File: config.mk
export PLATFORM = sky130hd
export DESIGN_NAME = entry_input_conditioner_flat
export DESIGN_NICKNAME = d
export VERILOG_FILES = /design/src/rtl/entry_input_conditioner_if.sv /design/src/rtl/entry_input_conditioner.sv /design/src/flat_wrapper.sv
export SDC_FILE = /design/constraint.sdc
export NUM_CORES = 1
export LEC_CHECK = 0
export BUFFER_PORTS_ARGS = -buffer_cell sky130_fd_sc_hd__buf_2
export CAP_MARGIN = 20
export CORE_ASPECT_RATIO = 1.4
export CORE_MARGIN = 2
export CORE_UTILIZATION = 35
export CTS_CLUSTER_DIAMETER = 40
export DETAILED_ROUTE_END_ITERATION = 8
export PLACE_DENSITY = 0.51
export SYNTH_ARGS = -nofsm -noshare
export SYNTH_HDL_FRONTEND = slang
export SYNTH_SLANG_ARGS = --single-unit
File: constraint.sdc
create_clock -name clk -period 5.29 [get_ports clk]
set_input_delay 0.7935 -clock clk [delete_from_list [all_inputs] [get_ports clk]]
set_output_delay 0.7935 -clock clk [all_outputs]
set_load 0.01 [all_outputs]
File: src/rtl/entry_input_conditioner_if.sv
// Raw switch/button lines into the entry input conditioner and its conditioned
// select/strobe outputs toward the time-entry stage.
interface entry_input_conditioner_if;
  logic ms_raw;
  logic s_raw;
  logic min_raw;
  logic hr_raw;
  logic btn_raw;
  logic ms_sw;
  logic s_sw;
  logic min_sw;
  logic hr_sw;
  logic add_time;

  modport master (
    output ms_raw, s_raw, min_raw, hr_raw, btn_raw,
    input  ms_sw, s_sw, min_sw, hr_sw, add_time
  );

  modport slave (
    input  ms_raw, s_raw, min_raw, hr_raw, btn_raw,
    output ms_sw, s_sw, min_sw, hr_sw, add_time
  );
endinterface

File: src/rtl/entry_input_conditioner.sv
// Synchronizes and debounces the field-select switches and increment button, then
// issues single-cycle add_time strobes. Define ENTRY_AUTO_REPEAT_EN for hold-to-repeat.
module entry_input_conditioner #(
  parameter int DEBOUNCE_CYCLES = 500000,
  parameter int REPEAT_DELAY    = 25000000,
  parameter int REPEAT_PERIOD   = 5000000
) (
  input logic                      clk,
  input logic                      rst_n,
  entry_input_conditioner_if.slave bus
);
  localparam int NCH   = 5;
  localparam int BTN   = 4;
  localparam int CNT_W = $clog2(DEBOUNCE_CYCLES + 1);
  localparam logic [CNT_W-1:0] CNT_LAST = CNT_W'(DEBOUNCE_CYCLES - 1);
  localparam logic [CNT_W-1:0] CNT_ONE  = CNT_W'(1);

  localparam logic [1:0] ST_IDLE = 2'd0;
  localparam logic [1:0] ST_HELD = 2'd1;
`ifdef ENTRY_AUTO_REPEAT_EN
  localparam logic [1:0] ST_REPEAT = 2'd2;
  localparam int RPT_MAX = (REPEAT_DELAY > REPEAT_PERIOD) ? REPEAT_DELAY : REPEAT_PERIOD;
  localparam int RPT_W   = $clog2(RPT_MAX + 1);
  localparam logic [RPT_W-1:0] DELAY_LAST  = RPT_W'(REPEAT_DELAY - 1);
  localparam logic [RPT_W-1:0] PERIOD_LAST = RPT_W'(REPEAT_PERIOD - 1);
  localparam logic [RPT_W-1:0] RPT_ONE     = RPT_W'(1);
`endif

  if (DEBOUNCE_CYCLES < 1 || REPEAT_DELAY < 1 || REPEAT_PERIOD < 1) begin : g_param_check
    $error("entry_input_conditioner: timing parameters must be at least 1");
  end

  logic [NCH-1:0]   raw_s;
  logic [NCH-1:0]   sync1_r;
  logic [NCH-1:0]   sync2_r;
  logic [NCH-1:0]   stable_r;
  logic [NCH-1:0]   toggle_s;
  logic [CNT_W-1:0] cnt_r [NCH];

  logic       ms_sw_r, s_sw_r, min_sw_r, hr_sw_r;
  logic       any_sel_s;
  logic       btn_stable_s, btn_fall_s;
  logic [1:0] state_r, state_s;
  logic       pulse_req_r, pulse_req_s;
  logic       add_time_r, add_time_s;
`ifdef ENTRY_AUTO_REPEAT_EN
  logic [RPT_W-1:0] rpt_cnt_r, rpt_cnt_s;
`endif

  assign raw_s = {bus.btn_raw, bus.hr_raw, bus.min_raw, bus.s_raw, bus.ms_raw};

  // Two-flop synchronizers on every raw input.
  always_ff @(posedge clk) begin
    if (!rst_n) begin
      sync1_r <= {NCH{1'b0}};
      sync2_r <= {NCH{1'b0}};
    end else begin
      sync1_r <= raw_s;
      sync2_r <= sync1_r;
    end
  end

  // A channel flips when its disagreement count is about to reach DEBOUNCE_CYCLES.
  always_comb begin
    for (int i = 0; i < NCH; i++) begin
      toggle_s[i] = (sync2_r[i] != stable_r[i]) && (cnt_r[i] == CNT_LAST);
    end
  end

  // Per-channel debounce counters and accepted stable values.
  always_ff @(posedge clk) begin
    for (int i = 0; i < NCH; i++) begin
      if (!rst_n) begin
        cnt_r[i]    <= {CNT_W{1'b0}};
        stable_r[i] <= 1'b0;
      end else if (toggle_s[i]) begin
        cnt_r[i]    <= {CNT_W{1'b0}};
        stable_r[i] <= ~stable_r[i];
      end else if (sync2_r[i] != stable_r[i]) begin
        cnt_r[i]    <= cnt_r[i] + CNT_ONE;
        stable_r[i] <= stable_r[i];
      end else begin
        cnt_r[i]    <= {CNT_W{1'b0}};
        stable_r[i] <= stable_r[i];
      end
    end
  end

  // Priority-encode the debounced switches (ms > s > min > hr) into registered selects.
  always_ff @(posedge clk) begin
    if (!rst_n) begin
      ms_sw_r  <= 1'b0;
      s_sw_r   <= 1'b0;
      min_sw_r <= 1'b0;
      hr_sw_r  <= 1'b0;
    end else begin
      ms_sw_r  <= stable_r[0];
      s_sw_r   <= stable_r[1] & ~stable_r[0];
      min_sw_r <= stable_r[2] & ~stable_r[1] & ~stable_r[0];
      hr_sw_r  <= stable_r[3] & ~stable_r[2] & ~stable_r[1] & ~stable_r[0];
    end
  end

  assign any_sel_s    = ms_sw_r | s_sw_r | min_sw_r | hr_sw_r;
  assign btn_stable_s = stable_r[BTN];
  // Suppress a strobe that would coincide with the debounced button releasing.
  assign btn_fall_s   = stable_r[BTN] & toggle_s[BTN];

  // Button FSM next-state, pulse request and strobe qualification.
  always_comb begin
    state_s     = state_r;
    pulse_req_s = 1'b0;
`ifdef ENTRY_AUTO_REPEAT_EN
    rpt_cnt_s   = rpt_cnt_r;
`endif
    case (state_r)
      ST_IDLE: begin
        if (btn_stable_s) begin
          state_s     = ST_HELD;
          pulse_req_s = 1'b1;
`ifdef ENTRY_AUTO_REPEAT_EN
          rpt_cnt_s   = {RPT_W{1'b0}};
`endif
        end else begin
          state_s = ST_IDLE;
        end
      end
      ST_HELD: begin
        if (!btn_stable_s) begin
          state_s = ST_IDLE;
`ifdef ENTRY_AUTO_REPEAT_EN
        end else if (rpt_cnt_r == DELAY_LAST) begin
          state_s     = ST_REPEAT;
          pulse_req_s = 1'b1;
          rpt_cnt_s   = {RPT_W{1'b0}};
        end else begin
          rpt_cnt_s = rpt_cnt_r + RPT_ONE;
        end
`else
        end else begin
          state_s = ST_HELD;
        end
`endif
      end
`ifdef ENTRY_AUTO_REPEAT_EN
      ST_REPEAT: begin
        if (!btn_stable_s) begin
          state_s = ST_IDLE;
        end else if (rpt_cnt_r == PERIOD_LAST) begin
          pulse_req_s = 1'b1;
          rpt_cnt_s   = {RPT_W{1'b0}};
        end else begin
          rpt_cnt_s = rpt_cnt_r + RPT_ONE;
        end
      end
`endif
      default: begin
        state_s = ST_IDLE;
      end
    endcase
    add_time_s = pulse_req_r & any_sel_s & btn_stable_s & ~btn_fall_s & ~add_time_r;
  end

  // FSM state, pending-pulse flag, repeat timer and the registered strobe.
  always_ff @(posedge clk) begin
    if (!rst_n) begin
      state_r     <= ST_IDLE;
      pulse_req_r <= 1'b0;
      add_time_r  <= 1'b0;
`ifdef ENTRY_AUTO_REPEAT_EN
      rpt_cnt_r   <= {RPT_W{1'b0}};
`endif
    end else begin
      state_r     <= state_s;
      pulse_req_r <= pulse_req_s;
      add_time_r  <= add_time_s;
`ifdef ENTRY_AUTO_REPEAT_EN
      rpt_cnt_r   <= rpt_cnt_s;
`endif
    end
  end

  assign bus.ms_sw    = ms_sw_r;
  assign bus.s_sw     = s_sw_r;
  assign bus.min_sw   = min_sw_r;
  assign bus.hr_sw    = hr_sw_r;
  assign bus.add_time = add_time_r;
endmodule

File: src/flat_wrapper.sv
// flat-port wrapper written by rule: the top's interface ports become plain ports
module entry_input_conditioner_flat 
#(
  parameter int DEBOUNCE_CYCLES = 500000,
  parameter int REPEAT_DELAY    = 25000000,
  parameter int REPEAT_PERIOD   = 5000000
)
  (clk, rst_n, bus_ms_raw, bus_s_raw, bus_min_raw, bus_hr_raw, bus_btn_raw, bus_ms_sw, bus_s_sw, bus_min_sw, bus_hr_sw, bus_add_time);
  entry_input_conditioner_if bus_i ();
  input logic clk;
  input logic rst_n;
  input wire logic [$bits(bus_i.ms_raw)-1:0] bus_ms_raw;
  input wire logic [$bits(bus_i.s_raw)-1:0] bus_s_raw;
  input wire logic [$bits(bus_i.min_raw)-1:0] bus_min_raw;
  input wire logic [$bits(bus_i.hr_raw)-1:0] bus_hr_raw;
  input wire logic [$bits(bus_i.btn_raw)-1:0] bus_btn_raw;
  output wire logic [$bits(bus_i.ms_sw)-1:0] bus_ms_sw;
  output wire logic [$bits(bus_i.s_sw)-1:0] bus_s_sw;
  output wire logic [$bits(bus_i.min_sw)-1:0] bus_min_sw;
  output wire logic [$bits(bus_i.hr_sw)-1:0] bus_hr_sw;
  output wire logic [$bits(bus_i.add_time)-1:0] bus_add_time;
  assign bus_i.ms_raw = bus_ms_raw;
  assign bus_i.s_raw = bus_s_raw;
  assign bus_i.min_raw = bus_min_raw;
  assign bus_i.hr_raw = bus_hr_raw;
  assign bus_i.btn_raw = bus_btn_raw;
  assign bus_ms_sw = bus_i.ms_sw;
  assign bus_s_sw = bus_i.s_sw;
  assign bus_min_sw = bus_i.min_sw;
  assign bus_hr_sw = bus_i.hr_sw;
  assign bus_add_time = bus_i.add_time;
  entry_input_conditioner #(.DEBOUNCE_CYCLES(DEBOUNCE_CYCLES), .REPEAT_DELAY(REPEAT_DELAY), .REPEAT_PERIOD(REPEAT_PERIOD)) u_core (.clk(clk), .rst_n(rst_n), .bus(bus_i));
endmodule
==> results.py <==
metrics = {
    "power": {
        "vdd_ir_drop_max_mv": 0.170,
        "total_leakage_power_nw": 2.50,
        "pwr_density_cell_nw_per_um2": 321,
    },
    "route": {
        "drtPass1Iterations": 4,
        "via_count": 4375,
        "drt-total-wl_um": 11100,
        "wl_per_cell_um": 12.4,
        "drtIter0Drc": 155,
        "ant_nets": 0,
        "via_per_inst": 4.90,
        "drc": 0,
    },
    "sta": {
        "grt_setup_unrepaired": "no",
        "fin_setup_tns_ns": 0,
        "period_share_pct": 46.6,
        "finalSetupViolations": 0,
        "max_slew_margin_pct": 49.1,
        "drv_slew": 0,
        "hold_viol_final": 0,
        "worst_slack_ns": 2.83,
        "fmax_mhz": 406,
        "whs_ns": 0.389,
        "skew_ns": 0.00817,
        "layout_min_cycle_time_ns": 2.46,
        "tightest_slew_ns": 0.760,
    },
    "setup_path": {
        "path_max_fanout": 10,
        "worstSetupPathType": "reg2reg",
        "crit_required_ns": 5.45,
        "cp-end-kind": "flop",
        "cp-start-kind": "flop",
        "worstPathArrival_ns": 2.62,
    },
    "clock_network": {
        "postCtsSetupRepairBufs": 0,
        "clock_path_buffers": 2,
        "cts-buffers-inserted": 17,
        "clk-insertion-delay-late_ns": 0.41,
        "post_cts_resized": 0,
        "cts_tree": "done",
        "htreeDepth": 4,
        "clock-root-buffer": "clkbuf_16",
        "cts_hold_buf": 0,
        "path_clk_slew_ns": 0.05,
        "clkSinkCount": 117,
    },
    "die": {
        "die_h_um": 159,
        "dieWidth_um": 115,
        "dieArea_sq_um": 18200,
        "start_util_pct": 35.7,
        "rows": 56,
        "ioPinCount": 12,
        "core_sq_um": 16700,
    },
    "placed_design": {
        "dp_cells": 861,
        "dp_worst_setup_slack_ns": 2.81,
        "dp_hpwl_um": 7960,
        "gp_congestion": 0.778,
        "portBuffers": 11,
    },
    "logic_synthesis": {
        "synth_cell_types": 46,
        "ys.flop_type": "edfxtp_1",
        "yosys_register_bits": 117,
        "ys_warn_count": 0,
        "syn_inst": 562,
        "synth-edff-count": 95,
        "syn_area_sq_um": 5980,
        "ys_seq_area_share_pct": 55.0,
        "async_flop_share_pct": 0,
        "avgSynthCellArea_sq_um": 10.6,
    },
    "finish": {
        "fillCellCount": 1627,
        "syn_to_final_growth_pct": 20.4,
        "final_cells": 893,
        "nets": 689,
        "drive_gt1_share_pct": 7.25,
        "n_antenna_cell": 0,
    },
    "grt": {
        "grt_pass1_vias": 4278,
        "track_usage_pct": 13.3,
        "grt_antenna_before_repair": 0,
        "grt_first_pass_wirelength_um": 19600,
        "overflow": 0,
        "grt_max_degree": 22,
    },
    "flow_run": {
        "maxCapViolCount": 0,
    },
    "min_path": {
        "hold_class": "reg2reg",
    },
    "run_status": {
        "outcome": "complete, no violations",
    },
}
synth_stat cells (all sizes together) (2+ instances only):
| cell | n | area (sq um) |
|---|---|---|
| nand2 | 33 | 124 |
| nor3 | 12 | 60.1 |
| or2 | 2 | 12.5 |
| o21ai | 15 | 86.3 |
| o21bai | 3 | 37.5 |
| nand3b | 2 | 15.0 |
| nor2 | 81 | 304 |
| xnor2 | 30 | 263 |
| ha | 5 | 62.6 |
| nor4 | 11 | 68.8 |
| nand4 | 30 | 188 |
| a21oi | 26 | 130 |
| dfxtp | 22 | 440 |
| and4 | 14 | 124 |
| and2 | 14 | 87.6 |
| buf | 4 | 28.8 |
| o21a | 6 | 45.0 |
| nor4b | 7 | 61.3 |
| xor2 | 36 | 315 |
| or4 | 15 | 120 |
| o31ai | 10 | 75.1 |
| and3 | 4 | 25.0 |
| or4b | 3 | 30.0 |
| inv | 20 | 75.1 |
| nand3 | 30 | 150 |
| edfxtp | 95 | 2850 |
| clkbuf | 7 | 26.3 |
| or3 | 15 | 93.8 |
cells by family after synthesis:
logic type | share of synthesized area (%)
other | 0.0627
adder cells (fa/ha/maj) | 1.05
XOR/XNOR | 9.66
flip-flops | 55.0
buffers and inverters | 2.17
AO/OA/AOI/OAI | 6.65
AND/OR/NAND/NOR | 25.4
power breakdown:
part | internal [W] | leakage, nW | switching (W) | total, W
clock network | 0.000779 | 0.294 | 0.000389 | 0.00117
registers | 0.00103 | 1.16 | 0.0000386 | 0.00107
logic | 0.0000287 | 1.05 | 0.0000420 | 0.0000707
total | 0.00184 | 2.50 | 0.000470 | 0.00231
metal layers:
layer  vias up  routed length (um)  share of wire, %  track usage, %
li1       2224                   -                 -               -
met1      2092                5010                45            16.1
met2        46                5510                50            22.1
met3        13                 359               3.2            3.97
met4         0                 183               1.7            5.32
met5         -                   0                 0               0
layout by cell type, fill, tap and decap left out, drive strengths merged, types with 20 or more instances in the layout:
cell type and n:
a21oi 26, clkbuf 20, conb 95, dfxtp 22, edfxtp 95, inv 20
nand2 33, nand3 30, nand4 30, nor2 81, xnor2 30, xor2 36
final timing paths:
check / slack, ns / cells past startpoint / from / endpoint
min reg2reg: 0.39 / 1 / u_core.state_r[0] / u_core.pulse_req_r
max: 2.83 / 6 / u_core.cnt_r[3][0] / u_core.cnt_r[3][5]
max reg2reg: 2.83 / 6 / u_core.cnt_r[3][0] / u_core.cnt_r[3][5]
min: 0.39 / 1 / u_core.state_r[0] / u_core.pulse_req_r
layout make-up:
class                      count  area, sq um  share of cell area, %
clock buffer                  20          437                   6.06
clock inverter                12          160                   2.22
inverter                      20         75.1                   1.04
multi-input combinational    508         2910                   40.5
sequential                   117         3290                   45.7
tap                          203          254                   3.53
timing repair buffer          13         70.1                  0.973
critical path, cell delays in order, from the launching register on:
cell and delay (ns):
edfxtp_1 0.39, ha_1 0.24, and4_1 0.31, nand4_1 0.23, o211ai_1 0.69, buf_4 0.30
nor2_1 0.06
flip-flops by register name, indices dropped and copies added (netlist names):
register,count
u_core.bus.add_time,1
u_core.bus.hr_sw,1
u_core.bus.min_sw,1
u_core.bus.ms_sw,1
u_core.bus.s_sw,1
u_core.cnt_r,95
u_core.pulse_req_r,1
u_core.stable_r,5
u_core.state_r,1
u_core.sync1_r,5
u_core.sync2_r,5
per-stage QoR:
step / util [%] / instance area [sq um] / power, W
2_1_floorplan: - / 6340 / 0.00113
3_3_place_gp: 39.5 / 6610 / 0.00116
3_5_place_dp: 39.5 / 6610 / 0.00116
4_1_cts: 43.0 / 7200 / 0.00234
5_1_grt: 43.0 / 7200 / 0.00239
6_report: 43.0 / 7200 / 0.00231
No activity file was read; power rests on OpenSTA's default activity.
